$ cat src/rtl/instruction_fetch_stage_pkg.sv
// Shared definitions for the MIPS instruction fetch stage: FSM state
// encoding, halt cause codes, the NOP word and the default text base.
package mips_fetch_pkg;

  localparam logic [1:0] BOOT = 2'd0;
  localparam logic [1:0] RUN  = 2'd1;
  localparam logic [1:0] HALT = 2'd2;

  typedef enum logic [1:0] {
    S_BOOT = BOOT,
    S_RUN  = RUN,
    S_HALT = HALT
  } fetch_state_e;

  localparam logic [1:0] CAUSE_NONE     = 2'b00;
  localparam logic [1:0] CAUSE_RANGE    = 2'b01;
  localparam logic [1:0] CAUSE_MISALIGN = 2'b10;

  localparam logic [31:0] NOP               = 32'h0000_0000;
  localparam logic [31:0] DEFAULT_TEXT_BASE = 32'h0040_0000;

endpackage

$ cat src/rtl/instruction_fetch_stage_if.sv
// Bus between the fetch stage and its neighbours (decode, hazard unit,
// program memory). The fetch stage is the slave; the surrounding core
// (or a testbench) is the master.
interface instruction_fetch_stage_if;
  logic        Stall;
  logic        BranchTaken;
  logic [31:0] BranchTarget;
  logic        Jump;
  logic [25:0] JumpIndex;
  logic        JumpRegister;
  logic [31:0] RegisterTarget;
  logic [31:0] Instruction;
  logic [31:0] PC;
  logic [31:0] IFID_Instruction;
  logic [31:0] IFID_PCPlus4;
  logic        IFID_Valid;
  logic        Halted;
  logic [1:0]  HaltCause;

  modport master (
    output Stall, BranchTaken, BranchTarget, Jump, JumpIndex,
           JumpRegister, RegisterTarget, Instruction,
    input  PC, IFID_Instruction, IFID_PCPlus4, IFID_Valid, Halted, HaltCause
  );

  modport slave (
    input  Stall, BranchTaken, BranchTarget, Jump, JumpIndex,
           JumpRegister, RegisterTarget, Instruction,
    output PC, IFID_Instruction, IFID_PCPlus4, IFID_Valid, Halted, HaltCause
  );
endinterface

$ cat src/rtl/instruction_fetch_stage_next_pc_select.sv
// Combinational next-PC selection: picks the redirect target by priority
// (JR > J > branch > sequential) and flags misaligned or out-of-segment
// destinations so the FSM can halt instead of fetching them.
module next_pc_select
  import mips_fetch_pkg::*;
#(
  parameter logic [31:0] TEXT_BASE    = DEFAULT_TEXT_BASE,
  parameter int          MEMORY_DEPTH = 32,
  parameter int          DATA_WIDTH   = 32
) (
  input  logic [DATA_WIDTH-1:0] i_pc,
  input  logic                  i_branch_taken,
  input  logic [DATA_WIDTH-1:0] i_branch_target,
  input  logic                  i_jump,
  input  logic [25:0]           i_jump_index,
  input  logic                  i_jump_register,
  input  logic [DATA_WIDTH-1:0] i_register_target,
  output logic [DATA_WIDTH-1:0] o_pc_plus4,
  output logic [DATA_WIDTH-1:0] o_next_pc,
  output logic                  o_redirect,
  output logic                  o_misaligned,
  output logic                  o_out_of_range
);

  localparam logic [DATA_WIDTH-1:0] LAST_ADDR =
    DATA_WIDTH'(TEXT_BASE) + DATA_WIDTH'(4 * (MEMORY_DEPTH - 1));

  // Carry out of the sequential add marks a wrap past the top of memory.
  logic [DATA_WIDTH:0]   w_seq_sum;
  logic [DATA_WIDTH-1:0] w_jump_target;
  logic [DATA_WIDTH-1:0] w_target;

  assign w_seq_sum     = {1'b0, i_pc} + (DATA_WIDTH+1)'(4);
  assign o_pc_plus4    = w_seq_sum[DATA_WIDTH-1:0];
  assign w_jump_target = {o_pc_plus4[DATA_WIDTH-1:DATA_WIDTH-4], i_jump_index, 2'b00};
  assign o_redirect    = i_jump_register | i_jump | i_branch_taken;

  // Priority mux of the redirect destination.
  always_comb begin
    w_target = i_branch_target;
    if (i_jump_register) begin
      w_target = i_register_target;
    end else if (i_jump) begin
      w_target = w_jump_target;
    end
  end

  assign o_next_pc      = o_redirect ? w_target : o_pc_plus4;
  assign o_misaligned   = o_redirect && (w_target[1:0] != 2'b00);
  assign o_out_of_range = (!o_redirect && w_seq_sum[DATA_WIDTH]) ||
                          (o_next_pc < DATA_WIDTH'(TEXT_BASE)) ||
                          (o_next_pc > LAST_ADDR);

endmodule

$ cat src/rtl/instruction_fetch_stage.sv
// MIPS instruction fetch stage: PC register, BOOT/RUN/HALT control FSM and
// the IF/ID pipeline register. A bubble is the all-zero IF/ID contents.
module instruction_fetch_stage
  import mips_fetch_pkg::*;
#(
  parameter logic [31:0] TEXT_BASE    = DEFAULT_TEXT_BASE,
  parameter int          MEMORY_DEPTH = 32,
  parameter int          DATA_WIDTH   = 32
) (
  input  logic                     clk,
  input  logic                     reset,
  instruction_fetch_stage_if.slave bus
);

  fetch_state_e          r_state,       w_state_nxt;
  logic [DATA_WIDTH-1:0] r_pc,          w_pc_nxt;
  logic [DATA_WIDTH-1:0] r_ifid_instr,  w_ifid_instr_nxt;
  logic [DATA_WIDTH-1:0] r_ifid_pc4,    w_ifid_pc4_nxt;
  logic                  r_ifid_valid,  w_ifid_valid_nxt;
  logic [1:0]            r_halt_cause,  w_halt_cause_nxt;

  logic [DATA_WIDTH-1:0] w_pc_plus4;
  logic [DATA_WIDTH-1:0] w_next_pc;
  logic                  w_redirect;
  logic                  w_misaligned;
  logic                  w_out_of_range;

  next_pc_select #(
    .TEXT_BASE    (TEXT_BASE),
    .MEMORY_DEPTH (MEMORY_DEPTH),
    .DATA_WIDTH   (DATA_WIDTH)
  ) u_next_pc_select (
    .i_pc              (r_pc),
    .i_branch_taken    (bus.BranchTaken),
    .i_branch_target   (bus.BranchTarget),
    .i_jump            (bus.Jump),
    .i_jump_index      (bus.JumpIndex),
    .i_jump_register   (bus.JumpRegister),
    .i_register_target (bus.RegisterTarget),
    .o_pc_plus4        (w_pc_plus4),
    .o_next_pc         (w_next_pc),
    .o_redirect        (w_redirect),
    .o_misaligned      (w_misaligned),
    .o_out_of_range    (w_out_of_range)
  );

  // State, PC and IF/ID registers; reset puts the stage back into BOOT.
  always_ff @(posedge clk or negedge reset) begin
    if (!reset) begin
      r_state      <= S_BOOT;
      r_pc         <= TEXT_BASE;
      r_ifid_instr <= NOP;
      r_ifid_pc4   <= '0;
      r_ifid_valid <= 1'b0;
      r_halt_cause <= CAUSE_NONE;
    end else begin
      r_state      <= w_state_nxt;
      r_pc         <= w_pc_nxt;
      r_ifid_instr <= w_ifid_instr_nxt;
      r_ifid_pc4   <= w_ifid_pc4_nxt;
      r_ifid_valid <= w_ifid_valid_nxt;
      r_halt_cause <= w_halt_cause_nxt;
    end
  end

  // Next-state and next-register logic; everything holds unless changed.
  // An out-of-range halt only blocks the PC update: the IF/ID register still
  // flushes, holds or loads as it otherwise would, so the last in-segment
  // word reaches decode before HALT clears the pipeline register.
  always_comb begin
    w_state_nxt      = r_state;
    w_pc_nxt         = r_pc;
    w_ifid_instr_nxt = r_ifid_instr;
    w_ifid_pc4_nxt   = r_ifid_pc4;
    w_ifid_valid_nxt = r_ifid_valid;
    w_halt_cause_nxt = r_halt_cause;
    case (r_state)
      S_BOOT: begin
        w_state_nxt = S_RUN;
      end
      S_RUN: begin
        if (w_misaligned) begin
          w_state_nxt      = S_HALT;
          w_halt_cause_nxt = CAUSE_MISALIGN;
          w_ifid_instr_nxt = NOP;
          w_ifid_pc4_nxt   = '0;
          w_ifid_valid_nxt = 1'b0;
        end else begin
          if (w_out_of_range) begin
            w_state_nxt      = S_HALT;
            w_halt_cause_nxt = CAUSE_RANGE;
          end else if (w_redirect || !bus.Stall) begin
            w_pc_nxt = w_next_pc;
          end
          if (w_redirect) begin
            w_ifid_instr_nxt = NOP;
            w_ifid_pc4_nxt   = '0;
            w_ifid_valid_nxt = 1'b0;
          end else if (!bus.Stall) begin
            w_ifid_instr_nxt = bus.Instruction;
            w_ifid_pc4_nxt   = w_pc_plus4;
            w_ifid_valid_nxt = 1'b1;
          end
        end
      end
      S_HALT: begin
        w_ifid_instr_nxt = NOP;
        w_ifid_pc4_nxt   = '0;
        w_ifid_valid_nxt = 1'b0;
      end
      default: begin
        w_state_nxt = S_BOOT;
      end
    endcase
  end

  assign bus.PC               = r_pc;
  assign bus.IFID_Instruction = r_ifid_instr;
  assign bus.IFID_PCPlus4     = r_ifid_pc4;
  assign bus.IFID_Valid       = r_ifid_valid;
  assign bus.Halted           = (r_state == S_HALT);
  assign bus.HaltCause        = r_halt_cause;

endmodule
$ cat src/flat_wrapper.sv
// flat-port wrapper written by rule: the top's interface ports become plain ports
module instruction_fetch_stage_flat import mips_fetch_pkg::*;
#(
  parameter logic [31:0] TEXT_BASE    = DEFAULT_TEXT_BASE,
  parameter int          MEMORY_DEPTH = 32,
  parameter int          DATA_WIDTH   = 32
)
  (clk, reset, bus_Stall, bus_BranchTaken, bus_BranchTarget, bus_Jump, bus_JumpIndex, bus_JumpRegister, bus_RegisterTarget, bus_Instruction, bus_PC, bus_IFID_Instruction, bus_IFID_PCPlus4, bus_IFID_Valid, bus_Halted, bus_HaltCause);
  instruction_fetch_stage_if bus_i ();
  input  logic clk;
  input  logic reset;
  input wire logic [$bits(bus_i.Stall)-1:0] bus_Stall;
  input wire logic [$bits(bus_i.BranchTaken)-1:0] bus_BranchTaken;
  input wire logic [$bits(bus_i.BranchTarget)-1:0] bus_BranchTarget;
  input wire logic [$bits(bus_i.Jump)-1:0] bus_Jump;
  input wire logic [$bits(bus_i.JumpIndex)-1:0] bus_JumpIndex;
  input wire logic [$bits(bus_i.JumpRegister)-1:0] bus_JumpRegister;
  input wire logic [$bits(bus_i.RegisterTarget)-1:0] bus_RegisterTarget;
  input wire logic [$bits(bus_i.Instruction)-1:0] bus_Instruction;
  output wire logic [$bits(bus_i.PC)-1:0] bus_PC;
  output wire logic [$bits(bus_i.IFID_Instruction)-1:0] bus_IFID_Instruction;
  output wire logic [$bits(bus_i.IFID_PCPlus4)-1:0] bus_IFID_PCPlus4;
  output wire logic [$bits(bus_i.IFID_Valid)-1:0] bus_IFID_Valid;
  output wire logic [$bits(bus_i.Halted)-1:0] bus_Halted;
  output wire logic [$bits(bus_i.HaltCause)-1:0] bus_HaltCause;
  assign bus_i.Stall = bus_Stall;
  assign bus_i.BranchTaken = bus_BranchTaken;
  assign bus_i.BranchTarget = bus_BranchTarget;
  assign bus_i.Jump = bus_Jump;
  assign bus_i.JumpIndex = bus_JumpIndex;
  assign bus_i.JumpRegister = bus_JumpRegister;
  assign bus_i.RegisterTarget = bus_RegisterTarget;
  assign bus_i.Instruction = bus_Instruction;
  assign bus_PC = bus_i.PC;
  assign bus_IFID_Instruction = bus_i.IFID_Instruction;
  assign bus_IFID_PCPlus4 = bus_i.IFID_PCPlus4;
  assign bus_IFID_Valid = bus_i.IFID_Valid;
  assign bus_Halted = bus_i.Halted;
  assign bus_HaltCause = bus_i.HaltCause;
  instruction_fetch_stage #(.TEXT_BASE(TEXT_BASE), .MEMORY_DEPTH(MEMORY_DEPTH), .DATA_WIDTH(DATA_WIDTH)) u_core (.clk(clk), .reset(reset), .bus(bus_i));
endmodule
$ cat config.mk
export PLATFORM = sky130hd
export DESIGN_NAME = instruction_fetch_stage_flat
export DESIGN_NICKNAME = d
export VERILOG_FILES = /design/src/rtl/instruction_fetch_stage_pkg.sv /design/src/rtl/instruction_fetch_stage_if.sv /design/src/rtl/instruction_fetch_stage_next_pc_select.sv /design/src/rtl/instruction_fetch_stage.sv /design/src/flat_wrapper.sv
export SDC_FILE = /design/constraint.sdc
export NUM_CORES = 1
export LEC_CHECK = 0
export CORE_MARGIN = 3
export CORE_UTILIZATION = 44
export CTS_BUF_LIST = sky130_fd_sc_hd__clkbuf_2
export DETAILED_ROUTE_END_ITERATION = 12
export GPL_ROUTABILITY_DRIVEN = 0
export HOLD_SLACK_MARGIN = 0.15
export PLACE_DENSITY = 0.91
export SETUP_SLACK_MARGIN = 0.02
export SLEW_MARGIN = 20
export SYNTH_ARGS = -nofsm -noshare
export SYNTH_HDL_FRONTEND = slang
export SYNTH_SLANG_ARGS = --single-unit
$ cat constraint.sdc
create_clock -name clk -period 4 [get_ports clk]
set_clock_uncertainty 0.05 [all_clocks]
set_input_delay 0.8 -clock clk [delete_from_list [all_inputs] [get_ports clk]]
set_output_delay 0.8 -clock clk [all_outputs]
set_load 0.02 [all_outputs]
==> impl_results.rst <==
.. list-table::
   :header-rows: 1

   * - Metric
     - Value
   * - Diode insertion count for antenna repair
     - 0
   * - Worst Hold Class
     - primary input to async pin
   * - Chip Width
     - around 120 um
   * - Startpoint class of the critical path
     - register
   * - Synth unique cells
     - between 60 and 70
   * - Number of nets in the final layout
     - 879
   * - Total of endpoints with negative setup slack in the final report
     - 0
   * - Flop pwr share
     - 0.448
   * - Cell taking the most area after synthesis
     - sky130_fd_sc_hd__dfrtp_1
   * - Hold Fails Final Rpt
     - 0
   * - Worst Hold Margin
     - a little under 300 ps
   * - Clock insertion delay at the later pin of the skew report
     - 570 ps
   * - Register bit count reported by yosys
     - 101
   * - Largest buffer count on any clock path
     - 2
   * - Net Sw Power
     - 0.00102 W
   * - Leading cell type by number of instances after synthesis
     - sky130_fd_sc_hd__dfrtp_1
   * - Rel. slew slack
     - 0.355
   * - Total routing usage reported by global routing
     - 0.262
   * - ANT nets after route
     - 0
   * - Largest cells by area after synthesis
     - sky130_fd_sc_hd__dfrtp_1 47%, sky130_fd_sc_hd__a22o_1 7.7%, sky130_fd_sc_hd__nand2_1 3.4%, sky130_fd_sc_hd__o21ai_0 3.2%, sky130_fd_sc_hd__xnor2_1 2.1%
   * - Number of levels the H-tree was split into
     - 3
   * - Clock tree from TritonCTS
     - built
   * - Total instance count after detailed placement
     - 879
   * - Ordered cell list for the critical path
     - and4_1, nand3_1, nor3_1, mux2_2, o21ai_0, nor4b_4, nand4_4, buf_4, and2_1
   * - Total wire length
     - 17,800 um
   * - Worst stage delay on the critical path
     - 580 ps
   * - Standard-cell rows
     - 39
   * - Category of the most critical setup path
     - register to register
   * - Non-filler cells in the finished layout
     - around 900
   * - TritonCTS sink count
     - about 100
   * - Area growth syn-to-layout
     - 46.0%
   * - Total power density per cell area
     - around 350 nW/um^2
   * - Critical path data required time
     - ~4400 ps
   * - Yosys Warn Count
     - 0
   * - Outcome
     - completed
   * - Switch share
     - 0.376
   * - Max Cap Viol
     - 0
   * - Maximum vdd ir drop
     - 0.417 mV
   * - Via count of the first global-routing pass
     - 5,379
   * - Root buffer cell
     - sky130_fd_sc_hd__clkbuf_2
   * - Number of max-slew violations in the final report
     - 0
   * - Net Count, Synth
     - 666
   * - Number of primary I/O pins
     - 228
   * - Number of DRC markers after the initial detailed-route iteration
     - 628
   * - Die Area
     - 13,500 sq um
   * - Ys flop type
     - sky130_fd_sc_hd__dfrtp_1
   * - Number of buffers and inverters on the critical path
     - 1
   * - Average wire length per cell after detail routing
     - 19.9 um
   * - Gate count of the mapped netlist
     - approximately 530
   * - Global-route wire length before repair
     - 27,900 um
   * - HPWL after detailed placement
     - approximately 14,000 um
   * - Critical Path End Type
     - register
   * - Vias per inst
     - 6.02
   * - Most used standard cells in the synthesized netlist
     - 100 x sky130_fd_sc_hd__dfrtp_1, 49 x sky130_fd_sc_hd__nand2_1, 47 x sky130_fd_sc_hd__a22o_1
   * - Critical Path Fanout Max
     - 24
   * - Static Leak
     - 3.27 nW
   * - Hold_buf cts
     - 0
   * - Area of the mapped netlist
     - 5350 sq um
   * - Core region area
     - 11,700 sq um
   * - Number of filler instances in the final layout
     - approximately 900
   * - TritonCTS Buffers
     - 9
   * - Count of input and output buffers
     - 227
   * - Register clock-pin slew on the reported worst setup and hold paths
     - approximately 250 ps
   * - Number of synthesized flops with an enable pin
     - 0
   * - Combinational Power Share
     - 0.403
   * - Total number of vias
     - 5,391
   * - Mapped Avg Cell Area
     - 10.0 sq um
   * - Share of synthesized area occupied by flip-flops and latches
     - 0.473
   * - FMAX
     - 0.266 GHz
   * - Ratio of cells with drive above 1 in the final layout
     - 0.0691
   * - Crit path time final
     - 3760 ps
   * - Internal power consumption
     - 0.00170 W
   * - Height of the die
     - 116 um
   * - Post-CTS setup buffer count
     - 0
   * - Share of async-settable or async-resettable flops after synthesis
     - 1.00
   * - DRC violation count after routing
     - 0
   * - Pin count of the biggest net entering global routing
     - 80
   * - Slowest stage cell on the critical path
     - sky130_fd_sc_hd__dfrtp_1
   * - Initial standard-cell utilization of the core
     - 0.458
   * - Total overflow reported by the global router
     - 0
   * - Crit path max-delay family
     - simple AND/OR/NAND/NOR gates
   * - CP Data Arrival Time
     - 4190 ps
   * - Share of the clock period used by the worst path
     - 0.941
   * - Number of antenna violations at the first check in global routing
     - 0
   * - Detailed-router iteration count before antenna repair
     - 5
   * - Least-Margin Pin Slew
     - 967 ps
   * - Fraction of post-synthesis cell area in the top cell type by area
     - 0.468
   * - Part of the power in the clock network
     - 0.148
per-stage QoR:
stage	setup TNS (ps)	utilization	total power (W)	setup WS (ps)	area, sq um
after global routing	-0.230	0.669	0.00287	-0.230	7800
after CTS	0	0.669	0.00275	252	7800
after detailed placement	0	0.662	0.00234	222	7720
after global placement	0	0.662	0.00229	372	7720
after floorplan	0	-	0.00179	736	5350
final	0	0.669	0.00272	237	7800
cells by family (layout without fill, tap and decap cells):
group / Yosys count / in the layout / synth area share
AO/OA/AOI/OAI: 149 / 149 / 0.202
XOR/XNOR: 24 / 24 / 0.0393
adder cells (fa/ha/maj): 4 / 4 / 0.00936
buffers and inverters: 52 / 270 / 0.0445
flip-flops: 101 / 101 / 0.473
multiplexers: 11 / 11 / 0.0229
AND/OR/NAND/NOR: 193 / 193 / 0.209
layout by cell type, fill, tap and decap left out, types with 7 or more instances in the layout:
master,count
sky130_fd_sc_hd__clkdlybuf4s50_1,226
sky130_fd_sc_hd__buf_4,14
sky130_fd_sc_hd__a22o_1,47
sky130_fd_sc_hd__dfrtp_1,100
sky130_fd_sc_hd__xnor2_1,13
sky130_fd_sc_hd__nor2_1,17
sky130_fd_sc_hd__nand2_1,49
sky130_fd_sc_hd__and3_1,10
sky130_fd_sc_hd__and2_1,11
sky130_fd_sc_hd__o31ai_1,10
sky130_fd_sc_hd__nand4_1,12
sky130_fd_sc_hd__xor2_1,11
sky130_fd_sc_hd__nor3_1,11
sky130_fd_sc_hd__nand3_1,19
sky130_fd_sc_hd__a21oi_1,16
sky130_fd_sc_hd__o21ai_0,33
sky130_fd_sc_hd__mux2i_1,7
sky130_fd_sc_hd__clkbuf_2,10
sky130_fd_sc_hd__and2_4,11
sky130_fd_sc_hd__nor4_1,16
sky130_fd_sc_hd__inv_1,13
flip-flops by register name, indices dropped and copies added, names as in the netlist:
name                         count
u_core.bus.IFID_Valid            1
u_core.bus.IFID_PCPlus4         32
u_core.bus.HaltCause             2
u_core.bus.PC                   32
u_core.r_state                   2
u_core.bus.IFID_Instruction     32
per-layer routing:
layer	part of all wire	up-vias	track usage
met5	0	-	0
met4	0.024	0	0.0913
met3	0.098	39	0.0580
met2	0.49	346	0.459
met1	0.39	2580	0.319
li1	-	2426	-
power groups by stage:
stage               clock, W  combinational, W  sequential [W]
global route        0.000457           0.00117         0.00124
CTS                 0.000412           0.00111         0.00122
global placement           0           0.00106         0.00123
floorplan                  0          0.000409         0.00138
finish              0.000404           0.00110         0.00122
detailed placement         0           0.00110         0.00124
area by class of cell:
cell class / count / area [sq um] / area share
Multi-Input combinational cell: 381 / 2600 / 0.333
Sequential cell: 101 / 2530 / 0.324
Timing Repair Buffer: 240 / 2370 / 0.303
Tap cell: 143 / 179 / 0.0229
Inverter: 14 / 52.6 / 0.00673
Clock buffer: 10 / 50.0 / 0.00641
Clock inverter: 6 / 30.0 / 0.00385
repair_timing:
action,CTS,global route
hold endpoints to repair,0,0
resized for setup,0,1
setup endpoints to repair,0,24
final timing paths:
path | slack (ps) | cells past startpoint | from | endpoint
worst max-delay path | 240 | 9 | u_core.bus.PC[4] | u_core.bus.PC[24]
worst min-delay path | 290 | 1 | reset | u_core.bus.IFID_Instruction[0]
worst max register to register | 240 | 9 | u_core.bus.PC[4] | u_core.bus.PC[24]
worst min register to register | 470 | 2 | u_core.bus.IFID_PCPlus4[10] | u_core.bus.IFID_PCPlus4[10]
max in group asynchronous | 2720 | 2 | reset | u_core.bus.PC[3]
min in group clk | 470 | 2 | u_core.bus.IFID_PCPlus4[10] | u_core.bus.IFID_PCPlus4[10]
Note: power is estimated with default switching activity, not from simulation.
